`config.mk`:
```
export PLATFORM = sky130hd
export DESIGN_NAME = multicycle_control
export DESIGN_NICKNAME = d
export VERILOG_FILES = /design/src/rtl/mc_ctrl_pkg.sv /design/src/rtl/mc_ctrl_outdec.sv /design/src/rtl/multicycle_control.sv
export SDC_FILE = /design/constraint.sdc
export NUM_CORES = 1
export LEC_CHECK = 0
export CORE_MARGIN = 1.5
export CORE_UTILIZATION = 40
export DETAILED_ROUTE_END_ITERATION = 8
export GPL_ROUTABILITY_DRIVEN = 1
export GPL_TIMING_DRIVEN = 0
export PLACE_DENSITY = 0.86
export SKIP_CTS_REPAIR_TIMING = 1
export SLEW_MARGIN = 5
export SYNTH_ARGS = -nofsm -noshare
export SYNTH_HDL_FRONTEND = slang
export SYNTH_SLANG_ARGS = --single-unit
```
`constraint.sdc`:
```
create_clock -name clk -period 1.7 [get_ports clk]
set_input_delay 0.17 -clock clk [delete_from_list [all_inputs] [get_ports clk]]
set_output_delay 0.17 -clock clk [all_outputs]
set_load 0.01 [all_outputs]
```
`src/rtl/mc_ctrl_pkg.sv`:
```
// Shared types and constants for the multi-cycle MIPS controller.
package mc_ctrl_pkg;

    typedef enum logic [3:0] {
        FETCH  = 4'd0,
        DECODE = 4'd1,
        MEMADR = 4'd2,
        MEMRD  = 4'd3,
        MEMWB  = 4'd4,
        MEMWR  = 4'd5,
        EXEC   = 4'd6,
        ALUWB  = 4'd7,
        BRANCH = 4'd8,
        ADDIEX = 4'd9,
        ORIEX  = 4'd10,
        IMMWB  = 4'd11,
        JUMP   = 4'd12
    } state_t;

    localparam logic [5:0] OP_RTYPE = 6'b000000;
    localparam logic [5:0] OP_LW    = 6'b100011;
    localparam logic [5:0] OP_SW    = 6'b101011;
    localparam logic [5:0] OP_BEQ   = 6'b000100;
    localparam logic [5:0] OP_ADDI  = 6'b001000;
    localparam logic [5:0] OP_ORI   = 6'b001101;
    localparam logic [5:0] OP_J     = 6'b000010;

    localparam logic [1:0] ADD   = 2'b00;
    localparam logic [1:0] SUB   = 2'b01;
    localparam logic [1:0] FUNCT = 2'b10;
    localparam logic [1:0] OR    = 2'b11;

    localparam logic [1:0] SRCB_RT    = 2'b00;
    localparam logic [1:0] SRCB_FOUR  = 2'b01;
    localparam logic [1:0] SRCB_IMM   = 2'b10;
    localparam logic [1:0] SRCB_IMMSH = 2'b11;

    localparam logic [1:0] PCSRC_ALU    = 2'b00;
    localparam logic [1:0] PCSRC_ALUOUT = 2'b01;
    localparam logic [1:0] PCSRC_JUMP   = 2'b10;

    typedef struct packed {
        logic       pcwrite;
        logic       pcwritecond;
        logic       iord;
        logic       memread;
        logic       memwrite;
        logic       irwrite;
        logic       memtoreg;
        logic       regdst;
        logic       regwrite;
        logic       alusrca;
        logic [1:0] alusrcb;
        logic [1:0] aluop;
        logic [1:0] pcsource;
    } ctrl_t;

endpackage

```
`src/rtl/mc_ctrl_outdec.sv`:
```
// Moore output decode: control word from state, with mem_ready
// qualifying the instruction-register and PC loads during fetch.
module mc_ctrl_outdec
    import mc_ctrl_pkg::*;
(
    input  state_t state,
    input  logic   mem_ready,
    output ctrl_t  ctrl
);

    always_comb begin
        ctrl = '0;
        case (state)
            FETCH: begin
                ctrl.memread  = 1'b1;
                ctrl.alusrcb  = SRCB_FOUR;
                ctrl.aluop    = ADD;
                ctrl.pcsource = PCSRC_ALU;
                ctrl.irwrite  = mem_ready;
                ctrl.pcwrite  = mem_ready;
            end
            DECODE: begin
                ctrl.alusrcb = SRCB_IMMSH;
                ctrl.aluop   = ADD;
            end
            MEMADR, ADDIEX: begin
                ctrl.alusrca = 1'b1;
                ctrl.alusrcb = SRCB_IMM;
                ctrl.aluop   = ADD;
            end
            MEMRD: begin
                ctrl.memread = 1'b1;
                ctrl.iord    = 1'b1;
            end
            MEMWB: begin
                ctrl.memtoreg = 1'b1;
                ctrl.regwrite = 1'b1;
            end
            MEMWR: begin
                ctrl.memwrite = 1'b1;
                ctrl.iord     = 1'b1;
            end
            EXEC: begin
                ctrl.alusrca = 1'b1;
                ctrl.alusrcb = SRCB_RT;
                ctrl.aluop   = FUNCT;
            end
            ALUWB: begin
                ctrl.regdst   = 1'b1;
                ctrl.regwrite = 1'b1;
            end
            BRANCH: begin
                ctrl.alusrca     = 1'b1;
                ctrl.alusrcb     = SRCB_RT;
                ctrl.aluop       = SUB;
                ctrl.pcwritecond = 1'b1;
                ctrl.pcsource    = PCSRC_ALUOUT;
            end
            ORIEX: begin
                ctrl.alusrca = 1'b1;
                ctrl.alusrcb = SRCB_IMM;
                ctrl.aluop   = OR;
            end
            IMMWB: begin
                ctrl.regwrite = 1'b1;
            end
            JUMP: begin
                ctrl.pcwrite  = 1'b1;
                ctrl.pcsource = PCSRC_JUMP;
            end
            default: ctrl = '0;
        endcase
    end

endmodule

```
`src/rtl/multicycle_control.sv`:
```
// Multi-cycle MIPS control FSM: state register, next-state
// logic and reset gating of the decoded control outputs.
module multicycle_control
    import mc_ctrl_pkg::*;
(
    input  logic       clk,
    input  logic       rst,
    input  logic [5:0] Op,
    input  logic       mem_ready,
    output logic       PCWrite,
    output logic       PCWriteCond,
    output logic       IorD,
    output logic       MemRead,
    output logic       MemWrite,
    output logic       IRWrite,
    output logic       MemtoReg,
    output logic       RegDst,
    output logic       RegWrite,
    output logic       ALUSrcA,
    output logic [1:0] ALUSrcB,
    output logic [1:0] ALUOp,
    output logic [1:0] PCSource,
    output logic       IllegalOp,
    output logic [3:0] State
);

    state_t state;
    state_t next;
    ctrl_t  dec;
    ctrl_t  ctrl;
    logic   illegal;

    always_ff @(posedge clk) begin
        if (rst)
            state <= FETCH;
        else
            state <= next;
    end

    always_comb begin
        next    = FETCH;
        illegal = 1'b0;
        case (state)
            FETCH:  next = mem_ready ? DECODE : FETCH;
            DECODE: begin
                case (Op)
                    OP_LW, OP_SW: next = MEMADR;
                    OP_RTYPE:     next = EXEC;
                    OP_BEQ:       next = BRANCH;
                    OP_ADDI:      next = ADDIEX;
                    OP_ORI:       next = ORIEX;
                    OP_J:         next = JUMP;
                    default: begin
                        next    = FETCH;
                        illegal = 1'b1;
                    end
                endcase
            end
            MEMADR: next = (Op == OP_LW) ? MEMRD : MEMWR;
            MEMRD:  next = mem_ready ? MEMWB : MEMRD;
            MEMWR:  next = mem_ready ? FETCH : MEMWR;
            EXEC:   next = ALUWB;
            ADDIEX: next = IMMWB;
            ORIEX:  next = IMMWB;
            default: next = FETCH;
        endcase
    end

    mc_ctrl_outdec u_outdec (
        .state     (state),
        .mem_ready (mem_ready),
        .ctrl      (dec)
    );

    // Reset cycles must not leak strobes, even mid-instruction.
    assign ctrl      = rst ? '0 : dec;
    assign State     = rst ? 4'd0 : state;
    assign IllegalOp = ~rst & illegal;

    assign PCWrite     = ctrl.pcwrite;
    assign PCWriteCond = ctrl.pcwritecond;
    assign IorD        = ctrl.iord;
    assign MemRead     = ctrl.memread;
    assign MemWrite    = ctrl.memwrite;
    assign IRWrite     = ctrl.irwrite;
    assign MemtoReg    = ctrl.memtoreg;
    assign RegDst      = ctrl.regdst;
    assign RegWrite    = ctrl.regwrite;
    assign ALUSrcA     = ctrl.alusrca;
    assign ALUSrcB     = ctrl.alusrcb;
    assign ALUOp       = ctrl.aluop;
    assign PCSource    = ctrl.pcsource;

endmodule

```
# Word-level counts from Yosys, hierarchy flattened

Cells that the tools add are included.

Input bits: 9
Output and inout port bits: 21
Bits in registers: 4
Word-level logic and storage cells: 53

Equal/unequal tests: 18
Muxes and demuxes: 22
Bitwise gates (word level): 2
Reductions and logical operators: 10

Operator list:

| operator                                       | number |
|---|---|
| one-hot mux 4 bit (6 select lines)             | 2 |
| one-hot mux 4 bit (7 select lines)             | 1 |
| == test 4 bit (second input constant)          | 5 |
| == test 4 x 3 -> 1 bit (second input constant) | 4 |
| 2-to-1 mux 16 bit                              | 1 |
| == test 6 x 4 -> 1 bit (second input constant) | 2 |
| == test 6 bit (second input constant)          | 2 |
| 2-to-1 mux 1 bit                               | 12 |
| OR reduction 2 bit                             | 5 |
| 2-to-1 mux 3 bit                               | 3 |
| == test 4 x 2 -> 1 bit (second input constant) | 2 |
| OR reduction 7 bit                             | 1 |
| == test 6 x 2 -> 1 bit (second input constant) | 1 |
| == test 6 x 3 -> 1 bit (second input constant) | 1 |
| logical NOT 6 bit                              | 1 |
| OR reduction 5 bit                             | 1 |
| == test 4 x 1 -> 1 bit (second input constant) | 1 |
| logical NOT 4 bit                              | 1 |
| 2-to-1 mux 4 bit                               | 1 |
| one-hot mux 2 bit (2 select lines)             | 1 |
| OR reduction 3 bit                             | 1 |
| one-hot mux 1 bit (2 select lines)             | 1 |
| bitwise AND 1 bit                              | 1 |
| NOT 1 bit                                      | 1 |

# Depth between registers and ports, before layout

Gate-level depths: netlist of run 1.

Depth after elaboration: 5
Mapped depth: 6
Gate-level depth less buffers: 4

# By module

Synthesis of run 1 repeated with hierarchy kept, for this count alone.

Cell total of the unflattened synthesis: 115
Area, all modules: 779.5 µm²

Modules (own cells, without submodules):

| module             | area an instance (µm²) | instances | sequential area each (µm²) | cells an instance |
|---|---|---|---|---|
| multicycle_control | 604.3                  | 1         | 80.1                       | 88 |
| mc_ctrl_outdec     | 175.2                  | 1         | 0.0                        | 27 |

# Worst setup path before layout of run 1

OpenSTA, ideal clock, no wires.

Path kind: register -> output
From: register state[0]
To: output PCSource[0]
Required time: 1.530 ns
Data arrival time: 1.320 ns
Slack: 0.210 ns
Cell stages (with the launch flop): 5
Buffers on the path: 3
Cells stage by stage: dfxtp_1 > buf_4 > buf_2 > nor4_1 > buf_4

Word-level cells in the longest chain between the ends: 3
Elaborated cells on any way between the ends: 4
Classes of those cells: eq/ne (2); mux (2)

Ends and longest elaborated chain:

| item                                   | line                     | text |
|---|---|---|
| start, declared                        | multicycle_control.sv:27 | `state_t state;` |
| start signal, assigned                 | multicycle_control.sv:37 | `state <= next;` |
| == test 4 bit                          | mc_ctrl_outdec.sv:13     | `case (state)` |
| one-hot mux 2 bit (2 select lines) (*) | mc_ctrl_outdec.sv:13     |  |
| 2-to-1 mux 16 bit (*)                  | multicycle_control.sv:76 | `assign ctrl = rst ? '0 : dec;` |
| end, declared                          | multicycle_control.sv:22 | `output logic [1:0] PCSource,` |

Every way passes the cells marked *; elsewhere a longest branch is shown, timed or not.

# Worst setup path in the final report of run 1

From: register state[3]
To: output PCWrite

Word-level cells in the longest chain between the ends: 3
Elaborated cells on any way between the ends: 4
Classes of those cells: eq/ne (1); mux (2); reduce/logical (1)

Ends and longest elaborated chain:

| item                                               | line                     | text |
|---|---|---|
| == test 4 bit or logical NOT 4 bit (tied branches) | mc_ctrl_outdec.sv:13     |  |
| one-hot mux 1 bit (2 select lines) (*)             | mc_ctrl_outdec.sv:13     |  |
| 2-to-1 mux 16 bit (*)                              | multicycle_control.sv:76 |  |
| end, declared                                      | multicycle_control.sv:10 | `output logic PCWrite,` |

Marked as above.

==> results of run 1 <==
[synth_stat cells (all sizes together)]
master	number	share of area
xnor2	2	0.026
and3	5	0.046
nor3	6	0.051
inv	3	0.017
dfxtp	4	0.12
nand3b	1	0.011
a21oi	4	0.029
o21ai	2	0.015
a22oi	1	0.018
o22ai	3	0.028
and4b	1	0.015
a2111oi	1	0.015
nor4b	3	0.070
o21ba	1	0.015
nor4	5	0.046
and2	1	0.0092
o31a	2	0.026
nand2b	5	0.046
or3	1	0.0092
nor2b	4	0.037
nand2	5	0.028
clkbuf	2	0.011
a32o	1	0.015
a211oi	2	0.022
nor2	11	0.061
buf	10	0.094
a31o	1	0.013
o211ai	1	0.011
maj3	1	0.017
nand3	2	0.015
o21a	3	0.033
xor2	2	0.037
[area by class of cell]
type	count	area, um2	share of cell area
Buffer	12	96.3	0.0856
Clock buffer	3	22.5	0.0200
Inverter	3	11.3	0.0100
Multi-Input combinational cell	77	574	0.510
Sequential cell	4	81.3	0.0722
Tap cell	16	20.0	0.0178
Timing Repair Buffer	30	320	0.284
[how the worst min path moves through the flow]
stage	start	end	cells past startpoint
after floorplan	Op[5]	state[3]	3
after global placement	Op[3]	state[2]	4
after detailed placement	Op[3]	state[2]	4
after CTS	Op[3]	state[2]	4
after global routing	Op[2]	state[2]	4
final	Op[2]	state[0]	3
[power by group through the flow]
stage / clock [W] / combinational [W] / sequential, W
global route: 0.000135 / 0.000160 / 0.0000985
global placement: 0 / 0.000133 / 0.0000994
floorplan: 0 / 0.0000804 / 0.0000992
detailed placement: 0 / 0.000135 / 0.0000996
CTS: 0.000122 / 0.000135 / 0.0000981
finish: 0.000127 / 0.000149 / 0.0000983
[per-layer routing]
metal	track usage	wire [um]	part of all wire	vias up
li1	-	-	-	415
met1	0.218	812	0.37	412
met2	0.368	1060	0.48	71
met3	0.0571	261	0.12	10
met4	0.0545	72	0.033	0
met5	0	0	0	-
[logic make-up (layout without fill, tap and decap cells)]
kind of cell	count (synthesis)	after routing
fa+ha+maj	1	1
xor+xnor	4	4
flops	4	4
simple gates	50	50
buf+inv	15	48
compound gates	22	22
[through the flow]
| step | utilization | hold slack (ps) | worst slack, ps | instance area [um2] | total power (W) |
|---|---|---|---|---|---|
| after detailed placement | 0.623 | 688 | -494 | 961 | 0.000234 |
| after CTS | 0.638 | 449 | -511 | 983 | 0.000356 |
| final | 0.731 | 452 | -149 | 1130 | 0.000374 |
| after floorplan | - | 378 | 210 | 681 | 0.000180 |
| after global placement | 0.623 | 674 | -480 | 961 | 0.000232 |
| after global routing | 0.731 | 475 | -167 | 1130 | 0.000393 |
[critical path, delay by kind of cell (launching register included)]
family	cells	cell delay, ps
buf+inv	2	410
compound gates	1	480
flops	1	290
simple gates	2	250
==> impl_metrics.tcl, run 1 <==
set metrics [dict create \
    p_clk_frac 0.340 \
    max_freq_mhz 541 \
    dp_cells 138 \
    clk_pin_slew_ps 50 \
    core_um2 1540 \
    die_x_um 44.3 \
    ys_warn_count 0 \
    initial_core_util 0.442 \
    ys_seq_elements 4 \
    largestRegisters "state x4" \
    cts_buffers 3 \
    hold_violations 0 \
    final_cell_mix "dlymetal6s2s_1, nor2_1, buf_4" \
    vdd_drop_max_v 0.000500 \
    slowest_stage "a2111oi_1" \
    port_buffers 26 \
    leakagePower_nw 0.693 \
    fillerInstances 108 \
    finalSetupViolations 2 \
    area_growth_pct 65.4 \
    ys_types 39 \
    synthAdderAreaFrac 0.0165 \
    rows 14 \
    r2r_start "state[1]" \
    gp_congestion 0.906 \
    yosys.area_share.simple 0.443 \
    drive_gt1_frac 0.271 \
    dieArea_um2 1960 \
    skew_ps 12.4 \
    period_needed_ps 1850 \
    largest_reg_flops 4 \
    ys_seq_area_frac 0.118 \
    dp.final_hpwl_um 1450 \
    cellInternalPower_w 0.000246 \
    power.density_nw_per_um2 333 \
    drtIter0Drc 50 \
    required_ps 1530 \
    worstSetupEndpoint "PCWrite" \
    synth.mux.area_fraction 0 \
    cts_tree "built" \
    arrival_ps 1680 \
    seqPwrFrac 0.263 \
    crit_path_end_kind "output pin" \
    chipHeight_um 44.3 \
    regMostFlops "state" \
    postRouteAntennaNets 0 \
    r2r-end "state[0]" \
    combPwrFrac 0.397 \
    crit_start "state[3]" \
    overflow 0 \
    antenna_found_initial 0 \
    clock-sinks 4 \
    clockBufferDepth 2 \
    stdcell_count 145 \
    maxCapViolCount 0 \
    r2r_cells 6 \
    synth_xor_area_frac 0.0625 \
    hp-class "input port to flop" \
    clkLatencyLatePin_ps 250 \
    track_usage 0.199 \
    n_antenna_cell 0 \
    vias 908 \
    synth_area_um2 681 \
    final_nets 140 \
    r2r_slack_ps 300 \
    route.detailed.drc 0 \
    critical_path_class "flop to output pin" \
    drtPass1Iterations 4 \
    wl_per_cell_um 15.2 \
    io_pins 30 \
    switching_share 0.343 \
    syn_avg_cell_area_um2 7.09 \
    worstPathMaxFanout 9 \
    critical_path.cell_chain "clkbuf_4 > nor2_4 > nand2_1 > a2111oi_1 > buf_2" \
    status "finished with violations" \
    critPathMaxStageDelay_ps 480 \
    h-tree-depth 1 \
    worst_setup_path_start_kind "flop" \
    grt_max_degree 11 \
    synth_top_family_by_area "simple AND/OR/NAND/NOR gates" \
    fin_crit_sh 1.09 \
    rsz0062_at_grt "yes" \
    setup_ws_ps -149 \
    grt_pass1_vias 704 \
    routed_wl_um 2200 \
    clock-root-buffer "clkbuf_4" \
    tns_ps -260 \
    p_sw_w 0.000128 \
    vias_per_cell 6.26 \
    violations "setup timing" \
    slew_headroom 0.631 \
    finalMaxSlewViolations 0 \
    grt_pass1_wl_um 2950 \
    mostFrequentLayoutCell "dlymetal6s2s_1" \
    syn-instance-count 96 \
    synth_compound_area_frac 0.239 \
    tightest_slew_ps 553 \
    postSynthNetCount 105 \
]
Note: power is estimated with default switching activity, not from simulation.
==> run 2, diff against run 1 <==
--- a/config.mk
+++ b/config.mk
@@ -7,6 +7,7 @@
 export LEC_CHECK = 0
 export CORE_MARGIN = 1.5
 export CORE_UTILIZATION = 40
+export CTS_CLUSTER_SIZE = 14
 export DETAILED_ROUTE_END_ITERATION = 8
 export GPL_ROUTABILITY_DRIVEN = 1
 export GPL_TIMING_DRIVEN = 0
==> results of run 2 <==
Same layout as run 1: the final DEF is identical, and so are final timing and power.
==> variant: new RTL, flow settings as in run 2 <==
Make the reset (`rst`) asynchronous in one clocked block.
--- a/src/rtl/multicycle_control.sv
+++ b/src/rtl/multicycle_control.sv
@@ -31,5 +31,5 @@
     logic   illegal;
 
-    always_ff @(posedge clk) begin
+    always_ff @(posedge clk or posedge rst) begin
         if (rst)
             state <= FETCH;
Formal check against the unedited RTL: no difference found for any inputs over 10 cycles, from zero or initial values and one cycle with rst high; that may be too few to reach the edited logic, so the function may still have changed.
==> variant against run 2 <==
Routed wire length decreased by 9.0%; worst setup slack improved by 0.17 ns; synthesized area decreased by 9.9%; sequential cell count unchanged; critical endpoint is now State[3]; non-clock buffer count decreased by 4; via count decreased by 9.5%; critical path type unchanged; clock skew increased by 0.0012 ns; cell area decreased by 10%; largest cell class unchanged; register-to-register slack improved by 0.06 ns; critical path depth decreased by 2; first-iteration DRC count decreased by 60%.
Power is left out: it rests on default switching activity, and per cell area and clock period it moved more than threefold.
==> variant: results (changes against run 2) <==
[run_status]
status=finished, final reports clean  ; was complete, but fails checks

[placement]
dp.cells=131  ; was 138
hpwlAfterDp_um=1350  ; was 1450 um
placed_area_sq_um=912  ; was 961 sq um
io_buffer_count=28  ; was 26
place.gp.congestion=0.894  ; was 0.906

[detailed_routing]
vias=822  ; was 908
drt_iter0_drc=20  ; was 50
drtPass1Iterations=4  ; unchanged
wl_um=2000  ; was 2200 um

[clock_network]
root_buffer=clkbuf_4  ; unchanged
path_clk_slew_ns=0.05  ; about the same
clockBufferDepth=2  ; unchanged
cts_made_buffers=3  ; unchanged

[sta]
clock_skew_ns=0.0136  ; was 0.0124 ns
max_slew_margin_pct=71.0  ; was 63.1%

[grt]
antenna_found_initial=0  ; unchanged
grt_pass1_vias=647  ; was 704
grtUsageTotal_pct=20.6  ; was 19.9%

[yosys]
ys_seq_area_share_pct=16.3  ; was 11.8%
synthTopCellsByArea=dfrtp_1 16%, nor2_1 8.6%, buf_6 7.3%, nor3_1 6.5%, nor2b_1 5.1%  ; was dfxtp_1 12%, nor2_1 6.1%, and3_1 4.6%, nand2b_1 4.6%, nor4_1 4.6%
yosysUniqueCellTypes=36  ; was 39
synthTopCellsByCount=14 x nor2_1, 8 x nor3_1, 7 x nand2_1  ; was 11 x nor2_1, 6 x buf_2
synth_nets=97  ; was 105
ys_async_sr_fraction_pct=100  ; was 0%
ys_warn_count=0  ; unchanged
syn_inst=88  ; was 96

[critical_path]
cp.arrival_ns=1.50  ; was 1.68 ns
cpPeakStageDelay_ns=0.54  ; was 0.48 ns
cp_max_fo=10  ; was 9
cp_slowest_cell=clkdlybuf4s50_1  ; was a2111oi_1
cp_top_family=buffers and inverters  ; was compound AO/OA/AOI/OAI gates

[final_layout]
final_cells=136  ; was 145
reg_top3=state: 4 flops  ; unchanged
fillers=102  ; was 108
drive_above_1_share_pct=24.0  ; was 27.1%

## variant: cell types whose count changed in the layout (fill, tap and decap cells not counted), sizes merged, moves of 3 or more
cell   before  now
nor2       11   14
buf        16   12
nor4b       3    0
o21ai       2    5
dfrtp       0    4
and3        5    0
dfxtp       4    0
o21a        3    0
nor4        5    1
## variant: metrics by stage
stage	util (%)	setup slack (ns)
floorplan	-	0.190
global placement	66.8	-0.363
detailed placement	66.8	-0.366
CTS	68.4	-0.518
global route	74.2	-0.0332
finish	74.2	0.0257
## variant: cells by family (layout without fill, tap and decap cells)
group | after synthesis | count (layout) | share of synthesized area (%)
simple gates | 47 | 47 | 39.2
compound gates | 24 | 24 | 28.0
buf+inv | 10 | 43 | 12.0
flops | 4 | 4 | 16.3
xor+xnor | 2 | 2 | 2.86
fa+ha+maj | 1 | 1 | 1.63
## variant: final cells by class
type,instances,share of cell area (%)
Buffer,7,6.67
Clock buffer,3,2.22
Inverter,2,0.741
Multi-Input combinational cell,74,46.9
Sequential cell,4,10.0
Tap cell,15,1.85
Timing Repair Buffer,31,31.6
## variant: worst paths after layout
kind | from | endpoint | slack [ns] | cells past startpoint
max | state[3]$_DFF_PP0_ | State[3] | 0.03 | 3
max in group asynchronous | rst | state[0]$_DFF_PP0_ | 1.01 | 3
max reg2reg | state[0]$_DFF_PP0_ | state[2]$_DFF_PP0_ | 0.36 | 5
min reg2reg | state[3]$_DFF_PP0_ | state[2]$_DFF_PP0_ | 0.69 | 2
min | Op[2] | state[1]$_DFF_PP0_ | 0.37 | 4
min in group asynchronous | rst | state[3]$_DFF_PP0_ | 0.50 | 3
## variant: worst reg2reg max path, cell delays in order, from the launching register on
cell     delay (ns)
dfrtp_2        0.42
buf_4          0.15
nor2b_1        0.23
nand2_1        0.08
o22a_2         0.25
o22ai_2        0.14
## variant: layer usage
layer | global-route usage (%) | share of wire (%) | vias up
met4 | 3.75 | 2.8 | 0
met1 | 24.9 | 40 | 370
met2 | 36.6 | 48 | 58
li1 | - | - | 387
met3 | 5.60 | 9.5 | 7
met5 | 0 | 0 | -
